### config.mk
export PLATFORM = sky130hd
export DESIGN_NAME = mlp_param_loader_flat
export DESIGN_NICKNAME = d
export VERILOG_FILES = /design/src/rtl/mlp_pkg.sv /design/src/rtl/mlp_param_loader_if.sv /design/src/rtl/le_word_assembler.sv /design/src/rtl/mlp_param_loader.sv /design/src/flat_wrapper.sv
export SDC_FILE = /design/constraint.sdc
export NUM_CORES = 1
export LEC_CHECK = 0
export BUFFER_PORTS_ARGS = -buffer_cell sky130_fd_sc_hd__buf_2
export CORE_UTILIZATION = 55
export CTS_BUF_LIST = sky130_fd_sc_hd__clkbuf_8
export DETAILED_ROUTE_END_ITERATION = 8
export PLACE_DENSITY = 0.78
export RECOVER_POWER = 25
export SETUP_SLACK_MARGIN = 0.15
export SLEW_MARGIN = 30
export SYNTH_ARGS = -nofsm -noshare
export SYNTH_HDL_FRONTEND = slang
export SYNTH_HIERARCHICAL = 1
export SYNTH_SLANG_ARGS = --single-unit
### constraint.sdc
create_clock -name clk -period 18.1 [get_ports clk]
set_input_delay 2.715 -clock clk [delete_from_list [all_inputs] [get_ports clk]]
set_output_delay 2.715 -clock clk [all_outputs]
set_load 0.02 [all_outputs]
### src/rtl/mlp_pkg.sv
// Shared types and constants for the MLP parameter loader: word-format defaults,
// frame opcodes and the loader state encoding.
package mlp_pkg;

    localparam int DEFAULT_FP_TOTAL_BITS = 16;
    localparam int DEFAULT_FP_FRAC_BITS  = 8;

    localparam logic [7:0] OP_W = 8'h01;
    localparam logic [7:0] OP_B = 8'h02;
    localparam logic [7:0] OP_X = 8'h03;

    typedef enum logic [2:0] {
        IDLE,
        LOAD,
        CKSUM,
        FIRE,
        BUSY
    } ld_state_t;

    // Payload length in words of a frame with the given opcode.
    function automatic int frame_words(logic [7:0] op, int nf, int nc);
        case (op)
            OP_W:    return nf * nc;
            OP_B:    return nc;
            OP_X:    return nf;
            default: return 1;
        endcase
    endfunction

endpackage

### src/rtl/mlp_param_loader_if.sv
// Byte-stream valid/ready channel feeding the parameter loader.
interface mlp_param_loader_if;
    logic       in_valid;
    logic [7:0] in_data;
    logic       in_ready;

    modport master (output in_valid, output in_data, input in_ready);
    modport slave  (input in_valid, input in_data, output in_ready);
endinterface

### src/rtl/le_word_assembler.sv
// Little-endian byte-to-word assembler: collects BPW bytes LSB first; the full word
// is presented combinationally together with word_valid on the last byte.
module le_word_assembler #(
    parameter int BPW = 2
) (
    input  logic               clk,
    input  logic               reset,
    input  logic               clear,
    input  logic               byte_valid,
    input  logic [7:0]         byte_data,
    output logic [8*BPW-1:0]   word,
    output logic               word_valid
);
    localparam int CW = (BPW > 1) ? $clog2(BPW) : 1;

    logic [CW-1:0] cnt;

    assign word_valid = byte_valid && (cnt == CW'(BPW - 1));

    always_ff @(posedge clk or posedge reset) begin
        if (reset) begin
            cnt <= '0;
        end else if (clear) begin
            cnt <= '0;
        end else if (byte_valid) begin
            cnt <= word_valid ? '0 : cnt + 1'b1;
        end
    end

    generate
        if (BPW == 1) begin : g_single
            assign word = byte_data;
        end else begin : g_multi
            logic [8*(BPW-1)-1:0] sh;

            // Newest byte enters at the top so the first byte ends up as the LSB.
            always_ff @(posedge clk) begin
                if (byte_valid) begin
                    sh <= (8*(BPW-1))'({byte_data, sh} >> 8);
                end
            end

            assign word = {byte_data, sh};
        end
    endgenerate

endmodule

### src/rtl/mlp_param_loader.sv
// Command-framed byte-stream loader for the weight, bias and input operands of an MLP layer.
// Optional feature macro: PARAM_CKSUM_EN (trailing XOR checksum byte per frame, sticky cksum_err).
module mlp_param_loader
    import mlp_pkg::*;
#(
    parameter int NUM_FEATURES  = 4,
    parameter int NUM_CLASSES   = 4,
    parameter int FP_TOTAL_BITS = DEFAULT_FP_TOTAL_BITS,
    parameter int FP_FRAC_BITS  = DEFAULT_FP_FRAC_BITS
) (
    input  logic                            clk,
    input  logic                            reset,
    mlp_param_loader_if.slave               in_bus,
    input  logic                            done,
    output logic                            start,
    output logic signed [FP_TOTAL_BITS-1:0] weights [NUM_FEATURES][NUM_CLASSES],
    output logic signed [FP_TOTAL_BITS-1:0] bias [NUM_CLASSES],
    output logic signed [FP_TOTAL_BITS-1:0] x [NUM_FEATURES],
    output logic                            busy,
    output logic                            err_cmd
`ifdef PARAM_CKSUM_EN
    ,
    output logic                            cksum_err
`endif
);
    localparam int BPW = FP_TOTAL_BITS / 8;
    localparam int NW  = NUM_FEATURES * NUM_CLASSES;
    localparam int CW  = $clog2(NW + 1);
    // A word format that is not whole bytes, or has no integer part, never accepts a byte.
    localparam bit CFG_OK = (FP_TOTAL_BITS % 8 == 0) && (FP_FRAC_BITS < FP_TOTAL_BITS);

    ld_state_t               state, state_nx;
    logic [7:0]              op;
    logic [CW-1:0]           wcnt;
    logic [CW-1:0]           nwords;
    logic                    done_q;
    logic                    accept, op_valid, op_accept, byte_ld;
    logic                    word_valid, last_word;
    logic [FP_TOTAL_BITS-1:0] word;
`ifdef PARAM_CKSUM_EN
    logic [7:0]              cks;
    logic                    cks_ok;
`endif

    assign in_bus.in_ready = CFG_OK && (state == IDLE || state == LOAD || state == CKSUM);
    assign accept    = in_bus.in_valid && in_bus.in_ready;
    assign op_valid  = in_bus.in_data inside {OP_W, OP_B, OP_X};
    assign op_accept = (state == IDLE) && accept && op_valid;
    assign byte_ld   = (state == LOAD) && accept;
    assign nwords    = CW'(frame_words(op, NUM_FEATURES, NUM_CLASSES));
    assign last_word = word_valid && (wcnt == nwords - 1'b1);
    assign start     = (state == FIRE);
    assign busy      = (state == FIRE) || (state == BUSY);
`ifdef PARAM_CKSUM_EN
    assign cks_ok    = (in_bus.in_data == cks);
`endif

    le_word_assembler #(.BPW(BPW)) u_asm (
        .clk        (clk),
        .reset      (reset),
        .clear      (op_accept),
        .byte_valid (byte_ld),
        .byte_data  (in_bus.in_data),
        .word       (word),
        .word_valid (word_valid)
    );

    always_ff @(posedge clk or posedge reset) begin
        if (reset) state <= IDLE;
        else       state <= state_nx;
    end

    always_comb begin
        state_nx = state;
        case (state)
            IDLE: if (op_accept) state_nx = LOAD;
            LOAD: begin
                if (last_word) begin
`ifdef PARAM_CKSUM_EN
                    state_nx = CKSUM;
`else
                    state_nx = (op == OP_X) ? FIRE : IDLE;
`endif
                end
            end
`ifdef PARAM_CKSUM_EN
            CKSUM: if (accept) state_nx = (op == OP_X && cks_ok) ? FIRE : IDLE;
`endif
            FIRE: state_nx = BUSY;
            // done_q tracks done every cycle, so a level left high from the last run is not a rise.
            BUSY: if (done && !done_q) state_nx = IDLE;
            default: state_nx = IDLE;
        endcase
    end

    always_ff @(posedge clk or posedge reset) begin
        if (reset) begin
            op      <= '0;
            wcnt    <= '0;
            done_q  <= 1'b0;
            err_cmd <= 1'b0;
`ifdef PARAM_CKSUM_EN
            cks       <= '0;
            cksum_err <= 1'b0;
`endif
            for (int r = 0; r < NUM_FEATURES; r++)
                for (int c = 0; c < NUM_CLASSES; c++)
                    weights[r][c] <= '0;
            for (int c = 0; c < NUM_CLASSES; c++) bias[c] <= '0;
            for (int k = 0; k < NUM_FEATURES; k++) x[k] <= '0;
        end else begin
            done_q  <= done;
            err_cmd <= (state == IDLE) && accept && !op_valid;
            if (op_accept) begin
                op   <= in_bus.in_data;
                wcnt <= '0;
            end else if (word_valid) begin
                wcnt <= wcnt + 1'b1;
            end
`ifdef PARAM_CKSUM_EN
            if (op_accept)   cks <= in_bus.in_data;
            else if (byte_ld) cks <= cks ^ in_bus.in_data;
            if (state == CKSUM && accept && !cks_ok) cksum_err <= 1'b1;
`endif
            for (int r = 0; r < NUM_FEATURES; r++)
                for (int c = 0; c < NUM_CLASSES; c++)
                    if (word_valid && op == OP_W && wcnt == CW'(r * NUM_CLASSES + c))
                        weights[r][c] <= word;
            for (int c = 0; c < NUM_CLASSES; c++)
                if (word_valid && op == OP_B && wcnt == CW'(c)) bias[c] <= word;
            for (int k = 0; k < NUM_FEATURES; k++)
                if (word_valid && op == OP_X && wcnt == CW'(k)) x[k] <= word;
        end
    end

endmodule

### src/flat_wrapper.sv
// flat-port wrapper written by rule: the top's interface ports become plain ports
module mlp_param_loader_flat import mlp_pkg::*;
#(
    parameter int NUM_FEATURES  = 4,
    parameter int NUM_CLASSES   = 4,
    parameter int FP_TOTAL_BITS = DEFAULT_FP_TOTAL_BITS,
    parameter int FP_FRAC_BITS  = DEFAULT_FP_FRAC_BITS
)
  (clk, reset, done, start, weights, bias, x, busy, err_cmd, in_bus_in_valid, in_bus_in_data, in_bus_in_ready);
  mlp_param_loader_if in_bus_i ();
  input  logic clk;
  input  logic reset;
  input  logic done;
  output logic start;
  output logic signed [FP_TOTAL_BITS-1:0] weights[NUM_FEATURES][NUM_CLASSES];
  output logic signed [FP_TOTAL_BITS-1:0] bias[NUM_CLASSES];
  output logic signed [FP_TOTAL_BITS-1:0] x[NUM_FEATURES];
  output logic busy;
  output logic err_cmd;
  input wire logic [$bits(in_bus_i.in_valid)-1:0] in_bus_in_valid;
  input wire logic [$bits(in_bus_i.in_data)-1:0] in_bus_in_data;
  output wire logic [$bits(in_bus_i.in_ready)-1:0] in_bus_in_ready;
  assign in_bus_i.in_valid = in_bus_in_valid;
  assign in_bus_i.in_data = in_bus_in_data;
  assign in_bus_in_ready = in_bus_i.in_ready;
  mlp_param_loader #(.NUM_FEATURES(NUM_FEATURES), .NUM_CLASSES(NUM_CLASSES), .FP_TOTAL_BITS(FP_TOTAL_BITS), .FP_FRAC_BITS(FP_FRAC_BITS)) u_core (.clk(clk), .reset(reset), .in_bus(in_bus_i), .done(done), .start(start), .weights(weights), .bias(bias), .x(x), .busy(busy), .err_cmd(err_cmd));
endmodule
==> flow_summary.rst <==
.. list-table::
   :header-rows: 1

   * - Metric
     - Value
   * - Headroom to the max-slew limit
     - -2.82
   * - Syn_area_per_cell
     - 16.2 um^2
   * - DR vias/cell
     - 5.51
   * - Number of gates resized after cts
     - 0
   * - # setup viols final
     - 0
   * - Antenna violation net count after detailed routing
     - 0
   * - Area growth from synthesis to layout
     - 22.1%
   * - Hold path startpoint
     - u_core/weights[134]
   * - Overall die area
     - 0.0297 mm^2
   * - Detailed-routing iteration count for the pre-antenna-repair pass
     - 5
   * - Power density over cell area
     - 93.8 mW/mm^2
   * - Worst supply voltage drop on vdd
     - 58.9 uV
   * - Count of state elements after synthesis
     - 411
   * - Final critical path time including I/O delays and setup
     - 9.27 ns
   * - Routed len/inst
     - 23.3 um
   * - Number of global-route vias before repair
     - 10204
   * - Count of cells along the worst hold path
     - 1
   * - Number of warnings issued by yosys
     - 6
   * - Worst-path fanout max
     - 131
   * - CTS H-tree lvls
     - 3
   * - Post-synthesis cell count
     - 985
   * - EDFF count, synth
     - 8
   * - Skew final
     - 0.0249 ns
   * - Post-detailed-route DRC marker count
     - 0
   * - DIE HEIGHT
     - 172 um
   * - Critical path startpoint category
     - primary input
   * - Most common cell after layout, fill and taps aside
     - sky130_fd_sc_hd__dfrtp_1
   * - Category of the worst setup path capture point
     - async pin
   * - Core area
     - 0.0286 mm^2
   * - Number of antenna violations at the first check in global routing
     - 1
   * - Number of distinct standard cells referenced by the synthesized netlist
     - 58
   * - Initial drt markers
     - 450
   * - Post-route clock period utilization
     - 0.512
   * - Initial standard-cell utilization of the core
     - 0.558
   * - Fraction of layout cells with a size suffix above 1
     - 0.636
   * - Status
     - finished with violations
   * - Clock root buffer
     - sky130_fd_sc_hd__clkbuf_8
   * - Max capacitance violation total
     - 6
   * - Post-route worst hold slack
     - 0.486 ns
   * - Netlist area before placement
     - 0.0160 mm^2
   * - Vias post-DR
     - 10031
   * - Total negative slack for setup checks
     - 0 ns
   * - Detailed placement HPWL
     - 28300 um
   * - Layout net count
     - 1410
   * - Clock tree buffer depth
     - 3
   * - Core Rows
     - 62
   * - Clock latency on the worst-skew pair
     - 0.58 ns
   * - CTS tree
     - done
   * - RSZ-0062 raised after global routing
     - false
   * - Inserted Clock Buffers
     - 67
   * - CTS hold repair buffers
     - 0
   * - Aggregate routed wire length
     - 42500 um
   * - Peak Freq
     - 0.108 GHz
   * - First-pass GRT wire length
     - 61900 um
   * - Clock slew seen by the registers of the worst setup and hold paths
     - 0.06 ns
   * - Share of async-settable or async-resettable flops after synthesis
     - 0.981
   * - CP Data Arrival Time
     - 9.03 ns
   * - Depth of the worst register-to-register path
     - 8
   * - Congestion Overflow GR
     - 0
   * - Violations in the final reports
     - capacitance limit, slew limit
   * - Final RePlAce weighted congestion
     - 0.829
   * - Final hold violations
     - 0
   * - Hold Path Class
     - flip-flop to flip-flop
   * - Endpoint required time on the critical path
     - 17.86 ns
   * - Post-synthesis net count
     - 1002
   * - Top Ports
     - 400
   * - Post-CTS Setup Repair Bufs
     - 0
   * - Type of the worst setup path
     - primary input to async pin
   * - Total leakage power
     - 0.0113 uW
   * - IO buf count
     - 399
   * - Maximum number of pins on one net before global-route repair
     - 132
   * - Leading register cell type out of synthesis
     - sky130_fd_sc_hd__dfrtp_1
   * - Global routing usage summed across all routing layers
     - 0.285
   * - Transition at the pin with the smallest max-transition slack
     - 5.70 ns
   * - Register-to-Register Setup Slack
     - 14.51 ns
   * - R2R Path Start
     - u_core/state[2]
   * - CTS Sinks
     - 411
   * - Width of the die
     - 172 um
   * - End of the worst hold path
     - u_core/weights[134]
   * - Most used cells in the layout excluding fill and tap cells
     - sky130_fd_sc_hd__dfrtp_1 (403), sky130_fd_sc_hd__buf_2 (390), sky130_fd_sc_hd__mux2_2 (385)
   * - Final Power
     - 1830 uW
   * - Reg2reg end
     - u_core/weights[17]
   * - Pins over their slew limit
     - 315
   * - Proportion of synthesized chip area in sequential cells
     - 0.646
==> per-layer routing <==
layer  share of wire  up-vias  GRT usage
met5               0        -          0
met4           0.034        0      0.124
met3           0.093       90     0.0964
met2            0.48      427      0.463
met1            0.39     5219      0.346
li1                -     4295          -
==> worst max path at each step <==
stage / from / end / slack (ns) / depth (start not counted)
4_1_cts: in_bus_in_valid / u_core/weights[69] / 13.20 / 9
3_5_place_dp: in_bus_in_valid / u_core/weights[70] / 12.60 / 9
6_report: reset / u_core/weights[135] / 8.83 / 3
2_1_floorplan: reset / u_core/bias[0] / 4.20 / 1
3_3_place_gp: in_bus_in_valid / u_core/weights[135] / 12.62 / 9
5_1_grt: reset / u_core/weights[143] / 7.29 / 3
==> worst max-delay path, cell delays in order <==
cell	delay, ns
sky130_fd_sc_hd__clkbuf_1	0.10
sky130_fd_sc_hd__clkinvlp_2	3.14
sky130_fd_sc_hd__clkbuf_1	2.94
==> power by group <==
| group | internal, uW | switching [uW] | leakage, uW |
|---|---|---|---|
| logic | 25.2 | 60.0 | 0.00490 |
| registers | 934 | 19.0 | 0.00569 |
| clock network | 432 | 358 | 0.000748 |
| total | 1390 | 437 | 0.0113 |
==> Yosys cell counts, types with 2 or more instances <==
master                          number  area share
sky130_fd_sc_hd__and2_1              6      0.0023
sky130_fd_sc_hd__and2_2              2     0.00094
sky130_fd_sc_hd__and3_1              2     0.00078
sky130_fd_sc_hd__and3b_1             2      0.0011
sky130_fd_sc_hd__and4_1              2      0.0011
sky130_fd_sc_hd__buf_2              22      0.0069
sky130_fd_sc_hd__buf_4              11      0.0052
sky130_fd_sc_hd__buf_6               6      0.0042
sky130_fd_sc_hd__clkbuf_1           24      0.0056
sky130_fd_sc_hd__clkbuf_8            3      0.0026
sky130_fd_sc_hd__dfrtp_1           403        0.63
sky130_fd_sc_hd__dlygate4sd1_1      10      0.0055
sky130_fd_sc_hd__edfxtp_1            8       0.015
sky130_fd_sc_hd__ha_1                5      0.0039
sky130_fd_sc_hd__inv_1               9      0.0021
sky130_fd_sc_hd__mux2_1              2      0.0014
sky130_fd_sc_hd__mux2_2            385        0.27
sky130_fd_sc_hd__nand2_1            11      0.0026
sky130_fd_sc_hd__nand2_2             5      0.0020
sky130_fd_sc_hd__nand3_2             3      0.0019
sky130_fd_sc_hd__nand3b_1            2     0.00094
sky130_fd_sc_hd__nand4_1             2     0.00078
sky130_fd_sc_hd__nand4_2             3      0.0023
sky130_fd_sc_hd__nor2_1             13      0.0031
sky130_fd_sc_hd__nor2b_1             3      0.0012
sky130_fd_sc_hd__nor3_1              3     0.00094
sky130_fd_sc_hd__nor3_2              2      0.0013
sky130_fd_sc_hd__nor4_1              3      0.0012
sky130_fd_sc_hd__nor4_4              2      0.0027
sky130_fd_sc_hd__xnor2_1             2      0.0011
sky130_fd_sc_hd__xor2_1              2      0.0011
==> logic make-up after synthesis <==
group,synth area share
mux,0.273
xor+xnor,0.00219
compound gates,0.00392
fa+ha+maj,0.00392
buf+inv,0.0321
flops,0.646
simple gates,0.0381
==> cell type report <==
cell class | count | area, um^2
Antenna cell | 1 | 2.50
Clock buffer | 84 | 1160
Clock inverter | 27 | 156
Fill cell | 2104 | 9130
Inverter | 9 | 35.0
Multi-Input combinational cell | 489 | 5160
Sequential cell | 411 | 10300
Tap cell | 384 | 480
Timing Repair Buffer | 415 | 2180
==> stage by stage <==
| stage | utilization | std cells | setup slack, ns | cell area [um^2] |
|---|---|---|---|---|
| after detailed placement | 0.635 | 1704 | 12.60 | 18200 |
| after CTS | 0.680 | 1815 | 13.20 | 19500 |
| after global routing | 0.681 | 1820 | 7.29 | 19500 |
| after floorplan | - | 985 | 4.20 | 16000 |
| after global placement | 0.631 | 1697 | 12.62 | 18000 |
| final | 0.681 | 1820 | 8.83 | 19500 |
==> state kept, by name (all words and copies together) (netlist names) <==
register / cells
u_core/u_asm/g_multi.sh: 8
u_core/err_cmd: 1
u_core/weights: 256
u_core/bias: 64
u_core/state: 3
u_core/u_asm/cnt: 1
u_core/op: 8
u_core/wcnt: 5
u_core/done_q: 1
u_core/x: 64
No activity file was read; power rests on OpenSTA's default activity.
